## config.mk

```make
export PLATFORM = sky130hd
export DESIGN_NAME = vga_fb_writer_flat
export DESIGN_NICKNAME = d
export VERILOG_FILES = /design/src/rtl/vga_pkg.sv /design/src/rtl/vga_fb_writer_if.sv /design/src/rtl/vga_fb_writer.sv /design/src/flat_wrapper.sv
export SDC_FILE = /design/constraint.sdc
export NUM_CORES = 1
export LEC_CHECK = 0
export CORE_AREA = 3 3 148 150
export CTS_BUF_LIST = sky130_fd_sc_hd__clkbuf_16
export DETAILED_ROUTE_END_ITERATION = 8
export DIE_AREA = 0 0 151 153
export PLACE_DENSITY = 0.7
export RECOVER_POWER = 100
export SETUP_SLACK_MARGIN = 0.1
export SLEW_MARGIN = 20
export SYNTH_ARGS = -nofsm -noshare
export SYNTH_HDL_FRONTEND = slang
export SYNTH_SLANG_ARGS = --single-unit
```

## constraint.sdc

```tcl
create_clock -name mem_clk -period 15.6 [get_ports mem_clk]
set_input_delay 1.56 -clock mem_clk [delete_from_list [all_inputs] [get_ports mem_clk]]
set_output_delay 1.56 -clock mem_clk [all_outputs]
set_load 0.01 [all_outputs]
```

## src/rtl/vga_pkg.sv

```systemverilog
// Shared definitions for the framebuffer AXI masters: response/burst encodings,
// the writer FSM state type and the 4 KB-safe burst length helper.
package vga_pkg;

    localparam logic [1:0] AXI4_OKAY      = 2'b00;
    localparam logic [1:0] AXI4_SLVERR    = 2'b10;
    localparam logic [1:0] AXI_BURST_INCR = 2'b01;
    localparam logic [2:0] AXI_SIZE_16B   = 3'b100;

    typedef enum logic [1:0] {
        FB_IDLE = 2'd0,
        FB_AW   = 2'd1,
        FB_W    = 2'd2,
        FB_B    = 2'd3
    } fb_wr_cs_t;

    // Beats for the next burst: limited by what is left, the burst cap and the
    // distance to the next 4 KB page. addr[3:0] is assumed zero.
    function automatic logic [8:0] fb_burst_len(input logic [26:0] addr,
                                                input logic [8:0]  remaining,
                                                input logic [8:0]  max_burst);
        logic [12:0] beats_4k;
        logic [8:0]  len;
        beats_4k = (13'd4096 - {1'b0, addr[11:0]}) >> 4;
        len = remaining;
        if (len > max_burst) len = max_burst;
        if ({4'd0, len} > beats_4k) len = beats_4k[8:0];
        return len;
    endfunction

endpackage

```

## src/rtl/vga_fb_writer_if.sv

```systemverilog
// Command, pixel-stream and AXI4 write-channel bundle of the framebuffer writer.
// Every channel transfers on a rising edge where its valid and ready are both high;
// a raised valid and its payload stay put until that transfer happens.
interface vga_fb_writer_if;
    import vga_pkg::*;

    logic         cmd_valid;
    logic         cmd_ready;
    logic [26:0]  cmd_addr;
    logic [8:0]   cmd_words;

    logic         pix_valid;
    logic         pix_ready;
    logic [127:0] pix_data;

    logic [3:0]   mem_awid;
    logic [26:0]  mem_awaddr;
    logic [7:0]   mem_awlen;
    logic [2:0]   mem_awsize;
    logic [1:0]   mem_awburst;
    logic         mem_awlock;
    logic         mem_awvalid;
    logic         mem_awready;

    logic [127:0] mem_wdata;
    logic [15:0]  mem_wstrb;
    logic         mem_wlast;
    logic         mem_wvalid;
    logic         mem_wready;

    logic [3:0]   mem_bid;
    logic [1:0]   mem_bresp;
    logic         mem_bvalid;
    logic         mem_bready;

    logic         busy;
    logic         done;
    logic         err;
    logic         err_clear;

    fb_wr_cs_t    state;

    modport master (
        input  cmd_valid, cmd_addr, cmd_words,
        input  pix_valid, pix_data,
        input  mem_awready, mem_wready,
        input  mem_bid, mem_bresp, mem_bvalid,
        input  err_clear,
        output cmd_ready, pix_ready,
        output mem_awid, mem_awaddr, mem_awlen, mem_awsize, mem_awburst,
        output mem_awlock, mem_awvalid,
        output mem_wdata, mem_wstrb, mem_wlast, mem_wvalid,
        output mem_bready,
        output busy, done, err, state
    );

    modport slave (
        output cmd_valid, cmd_addr, cmd_words,
        output pix_valid, pix_data,
        output mem_awready, mem_wready,
        output mem_bid, mem_bresp, mem_bvalid,
        output err_clear,
        input  cmd_ready, pix_ready,
        input  mem_awid, mem_awaddr, mem_awlen, mem_awsize, mem_awburst,
        input  mem_awlock, mem_awvalid,
        input  mem_wdata, mem_wstrb, mem_wlast, mem_wvalid,
        input  mem_bready,
        input  busy, done, err, state
    );

endinterface

```

## src/rtl/vga_fb_writer.sv

```systemverilog
// AXI4 write master filling the DDR framebuffer: splits each command into INCR
// bursts that respect MAX_BURST and 4 KB pages, one burst outstanding at a time.
module vga_fb_writer
    import vga_pkg::*;
#(
    parameter int         MAX_BURST = 16,
    parameter logic [3:0] AXI_ID    = 4'h1
) (
    input  logic            mem_clk,
    input  logic            mem_reset,
    vga_fb_writer_if.master bus
);

    localparam logic [8:0] MAX_BURST_W = 9'(MAX_BURST);

    fb_wr_cs_t   state, state_d;
    logic [26:0] addr, addr_d;
    logic [8:0]  remaining, remaining_d;
    logic [8:0]  beat_cnt, beat_cnt_d;
    logic [8:0]  burst_len, len_d;
    logic        done_d, err_set;
    logic        cmd_acc, aw_hs, w_hs, b_hs;

    assign cmd_acc = bus.cmd_valid & bus.cmd_ready;
    assign aw_hs   = bus.mem_awvalid & bus.mem_awready;
    assign w_hs    = (state == FB_W) & bus.pix_valid & bus.mem_wready;
    assign b_hs    = bus.mem_bvalid & bus.mem_bready;

    always_comb begin
        state_d     = state;
        addr_d      = addr;
        remaining_d = remaining;
        beat_cnt_d  = beat_cnt;
        done_d      = 1'b0;
        err_set     = 1'b0;
        case (state)
            FB_IDLE: begin
                if (cmd_acc) begin
                    addr_d      = bus.cmd_addr & ~27'hF;
                    remaining_d = bus.cmd_words;
                    if (bus.cmd_words == 9'd0) done_d = 1'b1;
                    else                       state_d = FB_AW;
                end
            end
            FB_AW: begin
                if (aw_hs) begin
                    addr_d      = addr + {14'd0, burst_len, 4'h0};
                    remaining_d = remaining - burst_len;
                    beat_cnt_d  = burst_len;
                    state_d     = FB_W;
                end
            end
            FB_W: begin
                if (w_hs) begin
                    beat_cnt_d = beat_cnt - 9'd1;
                    if (beat_cnt == 9'd1) state_d = FB_B;
                end
            end
            FB_B: begin
                if (b_hs) begin
                    err_set = (bus.mem_bresp != AXI4_OKAY);
                    if (remaining == 9'd0) begin
                        done_d  = 1'b1;
                        state_d = FB_IDLE;
                    end else begin
                        state_d = FB_AW;
                    end
                end
            end
            default: state_d = FB_IDLE;
        endcase
    end

    // Burst length is computed from the values the AW state will see on entry,
    // so the AW fields come straight out of flops.
    assign len_d = fb_burst_len(addr_d, remaining_d, MAX_BURST_W);

    always_ff @(posedge mem_clk) begin
        if (mem_reset) begin
            state           <= FB_IDLE;
            addr            <= '0;
            remaining       <= '0;
            beat_cnt        <= '0;
            burst_len       <= '0;
            bus.cmd_ready   <= 1'b1;
            bus.busy        <= 1'b0;
            bus.done        <= 1'b0;
            bus.err         <= 1'b0;
            bus.mem_awvalid <= 1'b0;
            bus.mem_awaddr  <= '0;
            bus.mem_awlen   <= '0;
            bus.mem_bready  <= 1'b0;
        end else begin
            state           <= state_d;
            addr            <= addr_d;
            remaining       <= remaining_d;
            beat_cnt        <= beat_cnt_d;
            bus.cmd_ready   <= (state_d == FB_IDLE) && !done_d;
            bus.busy        <= (state_d != FB_IDLE) || done_d;
            bus.done        <= done_d;
            bus.mem_awvalid <= (state_d == FB_AW);
            bus.mem_bready  <= (state_d == FB_B);
            if (state_d == FB_AW && state != FB_AW) begin
                bus.mem_awaddr <= addr_d;
                bus.mem_awlen  <= 8'(len_d - 9'd1);
                burst_len      <= len_d;
            end
            // A fresh error beats a simultaneous clear.
            if (err_set)            bus.err <= 1'b1;
            else if (bus.err_clear) bus.err <= 1'b0;
        end
    end

    assign bus.mem_wvalid  = (state == FB_W) & bus.pix_valid;
    assign bus.pix_ready   = (state == FB_W) & bus.mem_wready;
    assign bus.mem_wdata   = bus.pix_data;
    assign bus.mem_wstrb   = (state == FB_W) ? 16'hFFFF : 16'h0000;
    assign bus.mem_wlast   = (state == FB_W) && (beat_cnt == 9'd1);

    assign bus.mem_awid    = AXI_ID;
    assign bus.mem_awsize  = AXI_SIZE_16B;
    assign bus.mem_awburst = AXI_BURST_INCR;
    assign bus.mem_awlock  = 1'b0;

    assign bus.state       = state;

endmodule
```

## src/flat_wrapper.sv

```systemverilog
// flat-port wrapper written by rule: the top's interface ports become plain ports
module vga_fb_writer_flat import vga_pkg::*;
#(
    parameter int         MAX_BURST = 16,
    parameter logic [3:0] AXI_ID    = 4'h1
)
  (mem_clk, mem_reset, bus_cmd_valid, bus_cmd_addr, bus_cmd_words, bus_pix_valid, bus_pix_data, bus_mem_awready, bus_mem_wready, bus_mem_bid, bus_mem_bresp, bus_mem_bvalid, bus_err_clear, bus_cmd_ready, bus_pix_ready, bus_mem_awid, bus_mem_awaddr, bus_mem_awlen, bus_mem_awsize, bus_mem_awburst, bus_mem_awlock, bus_mem_awvalid, bus_mem_wdata, bus_mem_wstrb, bus_mem_wlast, bus_mem_wvalid, bus_mem_bready, bus_busy, bus_done, bus_err, bus_state);
  vga_fb_writer_if bus_i ();
  input  logic mem_clk;
  input  logic mem_reset;
  input wire logic [$bits(bus_i.cmd_valid)-1:0] bus_cmd_valid;
  input wire logic [$bits(bus_i.cmd_addr)-1:0] bus_cmd_addr;
  input wire logic [$bits(bus_i.cmd_words)-1:0] bus_cmd_words;
  input wire logic [$bits(bus_i.pix_valid)-1:0] bus_pix_valid;
  input wire logic [$bits(bus_i.pix_data)-1:0] bus_pix_data;
  input wire logic [$bits(bus_i.mem_awready)-1:0] bus_mem_awready;
  input wire logic [$bits(bus_i.mem_wready)-1:0] bus_mem_wready;
  input wire logic [$bits(bus_i.mem_bid)-1:0] bus_mem_bid;
  input wire logic [$bits(bus_i.mem_bresp)-1:0] bus_mem_bresp;
  input wire logic [$bits(bus_i.mem_bvalid)-1:0] bus_mem_bvalid;
  input wire logic [$bits(bus_i.err_clear)-1:0] bus_err_clear;
  output wire logic [$bits(bus_i.cmd_ready)-1:0] bus_cmd_ready;
  output wire logic [$bits(bus_i.pix_ready)-1:0] bus_pix_ready;
  output wire logic [$bits(bus_i.mem_awid)-1:0] bus_mem_awid;
  output wire logic [$bits(bus_i.mem_awaddr)-1:0] bus_mem_awaddr;
  output wire logic [$bits(bus_i.mem_awlen)-1:0] bus_mem_awlen;
  output wire logic [$bits(bus_i.mem_awsize)-1:0] bus_mem_awsize;
  output wire logic [$bits(bus_i.mem_awburst)-1:0] bus_mem_awburst;
  output wire logic [$bits(bus_i.mem_awlock)-1:0] bus_mem_awlock;
  output wire logic [$bits(bus_i.mem_awvalid)-1:0] bus_mem_awvalid;
  output wire logic [$bits(bus_i.mem_wdata)-1:0] bus_mem_wdata;
  output wire logic [$bits(bus_i.mem_wstrb)-1:0] bus_mem_wstrb;
  output wire logic [$bits(bus_i.mem_wlast)-1:0] bus_mem_wlast;
  output wire logic [$bits(bus_i.mem_wvalid)-1:0] bus_mem_wvalid;
  output wire logic [$bits(bus_i.mem_bready)-1:0] bus_mem_bready;
  output wire logic [$bits(bus_i.busy)-1:0] bus_busy;
  output wire logic [$bits(bus_i.done)-1:0] bus_done;
  output wire logic [$bits(bus_i.err)-1:0] bus_err;
  output wire logic [$bits(bus_i.state)-1:0] bus_state;
  assign bus_i.cmd_valid = bus_cmd_valid;
  assign bus_i.cmd_addr = bus_cmd_addr;
  assign bus_i.cmd_words = bus_cmd_words;
  assign bus_i.pix_valid = bus_pix_valid;
  assign bus_i.pix_data = bus_pix_data;
  assign bus_i.mem_awready = bus_mem_awready;
  assign bus_i.mem_wready = bus_mem_wready;
  assign bus_i.mem_bid = bus_mem_bid;
  assign bus_i.mem_bresp = bus_mem_bresp;
  assign bus_i.mem_bvalid = bus_mem_bvalid;
  assign bus_i.err_clear = bus_err_clear;
  assign bus_cmd_ready = bus_i.cmd_ready;
  assign bus_pix_ready = bus_i.pix_ready;
  assign bus_mem_awid = bus_i.mem_awid;
  assign bus_mem_awaddr = bus_i.mem_awaddr;
  assign bus_mem_awlen = bus_i.mem_awlen;
  assign bus_mem_awsize = bus_i.mem_awsize;
  assign bus_mem_awburst = bus_i.mem_awburst;
  assign bus_mem_awlock = bus_i.mem_awlock;
  assign bus_mem_awvalid = bus_i.mem_awvalid;
  assign bus_mem_wdata = bus_i.mem_wdata;
  assign bus_mem_wstrb = bus_i.mem_wstrb;
  assign bus_mem_wlast = bus_i.mem_wlast;
  assign bus_mem_wvalid = bus_i.mem_wvalid;
  assign bus_mem_bready = bus_i.mem_bready;
  assign bus_busy = bus_i.busy;
  assign bus_done = bus_i.done;
  assign bus_err = bus_i.err;
  assign bus_state = bus_i.state;
  vga_fb_writer #(.MAX_BURST(MAX_BURST), .AXI_ID(AXI_ID)) u_core (.mem_clk(mem_clk), .mem_reset(mem_reset), .bus(bus_i));
endmodule
```

==> impl_metrics.yaml, run 1 <==
layout:
  layout.nets: 1016
  fill_cells: 2208
  post-route-util_pct: 35.5
  diodes: 0
  area_growth_pct: 6.42
  design_area_mm2: 0.00739
  post_route_cells_drive_above_1_share_pct: 4.58
  multiInputGateArea_mm2: 0.00365
  final_cells: 1083
  seq_area_mm2: 0.00194
synthesis:
  avgSynthCellArea_um2: 8.07
  synth_top_area_share_pct: 28.0
  yosys.area_share.simple_pct: 18.2
  synth_xor_area_share_pct: 3.64
  ys_types: 73
  synth_fa_ha_area_share_pct: 6.52
  yosysMostFrequentCell: "buf_4"
  ys.flop_type: "dfxtp_1"
  synthArstFlopShare_pct: 0
  synth-compound-area-share_pct: 21.9
  synth_top_family_by_area: "compound AO/OA/AOI/OAI gates"
  synth_commonest_cells: "buf_4 (154), nor2_1 (101), dfxtp_1 (97)"
  synth_warnings: 0
  ys_seq_area_share_pct: 28.0
  netlist_area_mm2: 0.00694
  synth.area.mux_share_pct: 1.53
  synth_area_leader_cell: "dfxtp_1"
  synth_area_leaders: "dfxtp_1 (28%), buf_4 (17%), ha_1 (5.9%)"
  syn_inst: 860
  synth_seq_cells: 97
  synth_edf_count: 0
drt:
  wirelength_um: 18100
  dr_wl_met2_um: 7950
  remaining_drc_errors: 0
  drt_iter0_drc: 444
  dr_wl_met3_um: 1280
  viasPerCell: 5.32
  first_pass_iters: 5
  vias: 5766
  highest_layer: "met4"
  final_antenna_net_count: 0
  wl_met1_um: 8340
  routedWlPerCell_um: 16.8
global_route:
  antenna_found_initial: 0
  grt_max_degree: 94
  grt_overflow: 0
  grt_pass1_vias: 5429
  grt_pass1_wl_um: 28700
  track_usage_pct: 15.3
timing:
  fin_crit_sh_pct: 51.8
  clock_skew_ns: 0.0116
  rsz0062_at_grt: "false"
  setup-violations-final: 0
  fin_crit_ns: 8.09
  setup_tns_ns: 0
  finalMaxSlewViolations: 94
  tightestPinTransition_ns: 4.18
  setup_ws_ns: 7.51
  fmax_ghz: 0.124
  finalHoldViolations: 0
  slew-limit-headroom_pct: -179
critical_path:
  required_ns: 15.81
  critical_path.max_fanout: 17
  r2r_start: "u_core.bus.state[1]"
  critPathCapture: "u_core.bus.mem_awlen[6]"
  regToRegEndpoint: "u_core.bus.mem_awlen[6]"
  reg2regPathDepth: 23
  end_kind: "flip-flop"
  arrival_ns: 8.29
  crit_type: "input pin to flip-flop"
  r2r_slack_ns: 8.29
  startpoint: "bus_mem_awready"
  cp-start-kind: "input pin"
die:
  rows: 53
  die-area_mm2: 0.0231
  core_mm2: 0.0208
  ioPinCount: 378
  die-height_um: 153
  die_width_um: 151
  initial_core_util_pct: 33.3
placement:
  hpwl_um: 13200
  placed_cells: 1067
  dpl_cell_area_mm2: 0.00712
  io_buffer_count: 103
  gp_congestion: 0.919
  dp_slack_ns: 7.38
cts:
  clock_path_buffers: 2
  postCtsResizedCells: 0
  htreeDepth: 3
  clk_pin_slew_worst_paths_ns: 0.08
  numCtsBuffers: 9
  clock-sinks: 97
  cts-root-buf: "clkbuf_16"
  cts_setup_buffers: 0
  cts_tree: "built"
  worstSkewPairLatency_ns: 0.36
  cts.hold.buffers_added: 0
hold_path:
  min_from: "u_core.bus.mem_awaddr[3]"
  min_path_type: "flip-flop to flip-flop"
outcome:
  violations: "max-capacitance violations, max-slew violations"
  outcome: "complete, but fails checks"
job:
  maxCapViolations: 1
pwr:
  power_density_mw_per_mm2: 154
  vdd_drop_max_mv: 0.0731
  p_leak_nw: 2.88
## final cells by class
class	instances	share of cell area, %
tap	275	4.66
timing repair buffer	109	14.4
sequential	97	26.3
clock buffer	9	3.05
inverter	28	1.42
multi-input combinational	558	49.4
clock inverter	7	0.762
## where the power goes
part           total (mW)  internal, mW  switching, mW
registers           0.348         0.300         0.0478
logic               0.573         0.239          0.333
clock network       0.217         0.111          0.106
total                1.14         0.651          0.487
## cell usage in the layout (no fill, tap or decap), drive strengths merged, types with 19 or more instances in the layout
cell type,Yosys,final
nand2,43,43
inv,28,33
a21oi,44,44
nand3,22,22
o22ai,19,19
xnor2,22,22
dfxtp,97,97
a211oi,38,38
clkdlybuf4s50,0,41
ha,33,33
dlygate4sd3,0,61
nor2,101,101
o21ai,19,19
## sequential cells by signal, summed over array words and instances, names as in the netlist, 2 cells and up
signal and count:
u_core.bus.mem_awaddr 27, u_core.bus.mem_awlen 8, u_core.remaining 9, u_core.burst_len 9, u_core.addr 27, u_core.beat_cnt 9
u_core.bus.state 2
## metal layers
layer | GRT usage (%) | vias up
li1 | - | 2798
met1 | 21.5 | 2686
met2 | 22.5 | 224
met3 | 3.53 | 58
met4 | 6.48 | 0
met5 | 0 | -
## how the worst min path moves through the flow
stage,endpoint,slack [ns],depth (start not counted)
floorplan,u_core.addr[3],0.45,1
global placement,u_core.bus.mem_awaddr[3],0.46,2
detailed placement,u_core.bus.mem_awaddr[1],0.46,2
CTS,u_core.bus.mem_awaddr[1],0.48,2
global route,u_core.bus.err,0.51,2
finish,u_core.bus.mem_awaddr[3],0.47,2
## critical path: stages
cell	delay, ns
dlygate4sd3_1	0.60
and3_1	0.70
nor2_1	0.34
a221oi_1	0.35
and3_1	0.21
o211a_1	0.16
o2111ai_1	0.47
nand2b_1	0.35
or2_2	0.29
ha_1	0.19
nand2b_1	0.13
a211oi_1	0.23
nor4_1	0.10
a21oi_1	0.61
or3b_2	0.24
a2bb2oi_1	0.29
ha_1	0.20
inv_1	0.06
a211oi_1	0.19
o31ai_1	0.18
or4_1	0.53
a311oi_1	0.29
## metrics by stage
| stage | power, mW | hold WS (ns) |
|---|---|---|
| finish | 1.14 | 0.473 |
| global route | 1.23 | 0.508 |
| CTS | 1.16 | 0.480 |
| detailed placement | 0.932 | 0.461 |
| global placement | 0.921 | 0.458 |
| floorplan | 0.787 | 0.453 |
## cell families (layout without fill, tap and decap cells)
logic type | count (synthesis) | count (layout)
multiplexers | 10 | 10
AND/OR/NAND/NOR | 259 | 259
flip-flops | 97 | 97
other | 2 | 14
XOR/XNOR | 28 | 28
AO/OA/AOI/OAI | 212 | 212
adder cells (fa/ha/maj) | 35 | 35
buffers and inverters | 217 | 153
Power figures use the tool's default switching activity.
==> inputs of run 2 (changes only) <==
--- a/config.mk
+++ b/config.mk
@@ -5,11 +5,11 @@
 export SDC_FILE = /design/constraint.sdc
 export NUM_CORES = 1
 export LEC_CHECK = 0
-export CORE_AREA = 3 3 148 150
+export CORE_AREA = 3 3 144 146
 export CTS_BUF_LIST = sky130_fd_sc_hd__clkbuf_16
 export DETAILED_ROUTE_END_ITERATION = 8
-export DIE_AREA = 0 0 151 153
-export PLACE_DENSITY = 0.7
+export DIE_AREA = 0 0 147 149
+export PLACE_DENSITY = 0.74
 export RECOVER_POWER = 100
 export SETUP_SLACK_MARGIN = 0.1
 export SLEW_MARGIN = 20
==> constraint.sdc (replaced) <==
create_clock -name mem_clk -period 7.7 [get_ports mem_clk]
set_input_delay 0.77 -clock mem_clk [delete_from_list [all_inputs] [get_ports mem_clk]]
set_output_delay 0.77 -clock mem_clk [all_outputs]
set_load 0.01 [all_outputs]
==> run 2 against run 1 <==
  * The flow still finishes with violations (max-capacitance violations, max-slew violations)
  * Largest power group unchanged
  * Design area up 0.25%
  * Die area down 5.2%
  * Clock power up 110%
  * Sequential power up 100%
  * Register-to-register slack worse by 7.3 ns
  * Total power up 110%
  * Critical path type unchanged
  * Via count up 0.78%
  * Setup slack worse by 6.6 ns
  * Count of clock-buffer cells in the layout unchanged
==> impl_metrics.yaml, run 2 (same netlist as run 1, synthesis figures left out) <==
placement:
  dpl_cell_area_mm2: 0.00716
  hpwl_um: 13300
  gp_congestion: 0.823
  placed_cells: 1065
  io_buffer_count: 103
  dp_slack_ns: 1.04
die:
  rows: 51
  die-height_um: 149
  ioPinCount: 378
  initial_core_util_pct: 35.6
  die-area_mm2: 0.0219
  die_width_um: 147
  core_mm2: 0.0195
timing:
  fmax_ghz: 0.148
  clock_skew_ns: 0.00977
  finalMaxSlewViolations: 86
  setup_tns_ns: 0
  tightestPinTransition_ns: 3.38
  fin_crit_sh_pct: 87.9
  fin_crit_ns: 6.76
  setup_ws_ns: 0.935
  slew-limit-headroom_pct: -125
  rsz0062_at_grt: "false"
  finalHoldViolations: 0
  setup-violations-final: 0
global_route:
  grt_max_degree: 86
  grt_pass1_wl_um: 28600
  grt_pass1_vias: 5269
  track_usage_pct: 16.2
  antenna_found_initial: 0
  grt_overflow: 0
cts:
  htreeDepth: 3
  cts-root-buf: "clkbuf_16"
  postCtsResizedCells: 0
  cts.hold.buffers_added: 0
  worstSkewPairLatency_ns: 0.35
  cts_setup_buffers: 0
  numCtsBuffers: 9
  clk_pin_slew_worst_paths_ns: 0.08
  clock_path_buffers: 2
  cts_tree: "built"
  clock-sinks: 97
critical_path:
  required_ns: 7.95
  crit_type: "input pin to flip-flop"
  cp-start-kind: "input pin"
  end_kind: "flip-flop"
  startpoint: "bus_cmd_valid"
  worst_path_max_delay_cell: "clkdlybuf4s50_1"
  cp.buffers_inverters: 4
  r2r_start: "u_core.bus.state[0]"
  max_stage_delay_ns: 0.69
  cp_top_family: "simple AND/OR/NAND/NOR gates"
  worstPathCellList: "clkdlybuf4s50_1 -> and3_1 -> clkbuf_1 -> a21oi_1 -> buf_4 -> a211o_1 -> nor3b_2 -> and4_1 -> nand2_1 -> xnor2_1 -> ha_1 -> o211ai_1 -> o21ai_0 -> o31ai_1 -> a21o_1 -> nand2_1 -> o32a_1 -> ha_1 -> inv_1 -> a211oi_1 -> o31ai_1 -> or4_1 -> a311oi_1"
  critical_path.max_fanout: 14
  arrival_ns: 7.01
outcome:
  violations: "max-capacitance violations, max-slew violations"
  outcome: "complete, but fails checks"
layout:
  final_cells: 1081
  multiInputGateArea_mm2: 0.00363
  reg.largest.list: "u_core.addr (27), u_core.bus.mem_awaddr (27)"
  design_area_mm2: 0.00741
  post_route_cells_drive_above_1_share_pct: 4.53
  fill_cells: 2035
  layout.nets: 1024
  diodes: 0
  final_cell_mix: "nor2_1 (101), dfxtp_1 (97), dlygate4sd3_1 (64)"
  seq_area_mm2: 0.00194
  mostFrequentLayoutCell: "nor2_1"
  area_growth_pct: 6.69
pwr:
  power.total_mw: 2.34
  p_leak_nw: 2.90
  vdd_drop_max_mv: 0.139
  power_density_mw_per_mm2: 316
job:
  maxCapViolations: 1
drt:
  wirelength_um: 18100
  drt_iter0_drc: 489
  remaining_drc_errors: 0
  viasPerCell: 5.38
  final_antenna_net_count: 0
  first_pass_iters: 5
  routedWlPerCell_um: 16.8
  vias: 5811
hold_path:
  min_path_type: "flip-flop to flip-flop"
  min_from: "u_core.bus.err"
[run 2: layer usage]
layer	vias to the layer above	part of all wire (%)	global-route usage, %	routed length [um]
li1	2801	-	-	-
met1	2738	46	22.4	8260
met2	218	44	24.4	8010
met3	54	7.5	4.07	1360
met4	0	2.7	5.73	488
met5	-	0	0	0
[run 2: worst paths after layout]
path / endpoint / slack (ns) / cells after the start
setup / recovery: u_core.bus.mem_awlen[6] / 0.94 / 23
hold / removal: u_core.bus.err / 0.47 / 2
setup reg to reg: u_core.bus.mem_awlen[6] / 1.01 / 24
hold reg to reg: u_core.bus.err / 0.47 / 2
[run 2: power by group]
| group | leakage [nW] | total, mW | internal (mW) | switching [mW] |
|---|---|---|---|---|
| Combinational | 1.96 | 1.18 | 0.508 | 0.675 |
| Sequential | 0.796 | 0.702 | 0.608 | 0.0942 |
| Clock | 0.143 | 0.455 | 0.229 | 0.226 |
[run 2: worst min-delay path, cell delays in order (launching register included)]
cell	delay, ns
dfxtp_1	0.31
nand2b_1	0.06
a21oi_1	0.05
[run 2: cell type report]
| type | count | area share (%) |
|---|---|---|
| Clock inverter | 7 | 0.980 |
| Multi-Input combinational cell | 558 | 49.0 |
| Clock buffer | 9 | 3.04 |
| Timing Repair Buffer | 117 | 14.9 |
| Sequential cell | 97 | 26.2 |
| Inverter | 28 | 1.42 |
| Tap cell | 265 | 4.48 |
[run 2: metrics by stage]
step                hold slack (ns)  utilization [%]
floorplan                     0.453                -
global placement              0.457             36.7
detailed placement            0.460             36.7
CTS                           0.477             38.2
global route                  0.503             37.9
finish                        0.469             37.9
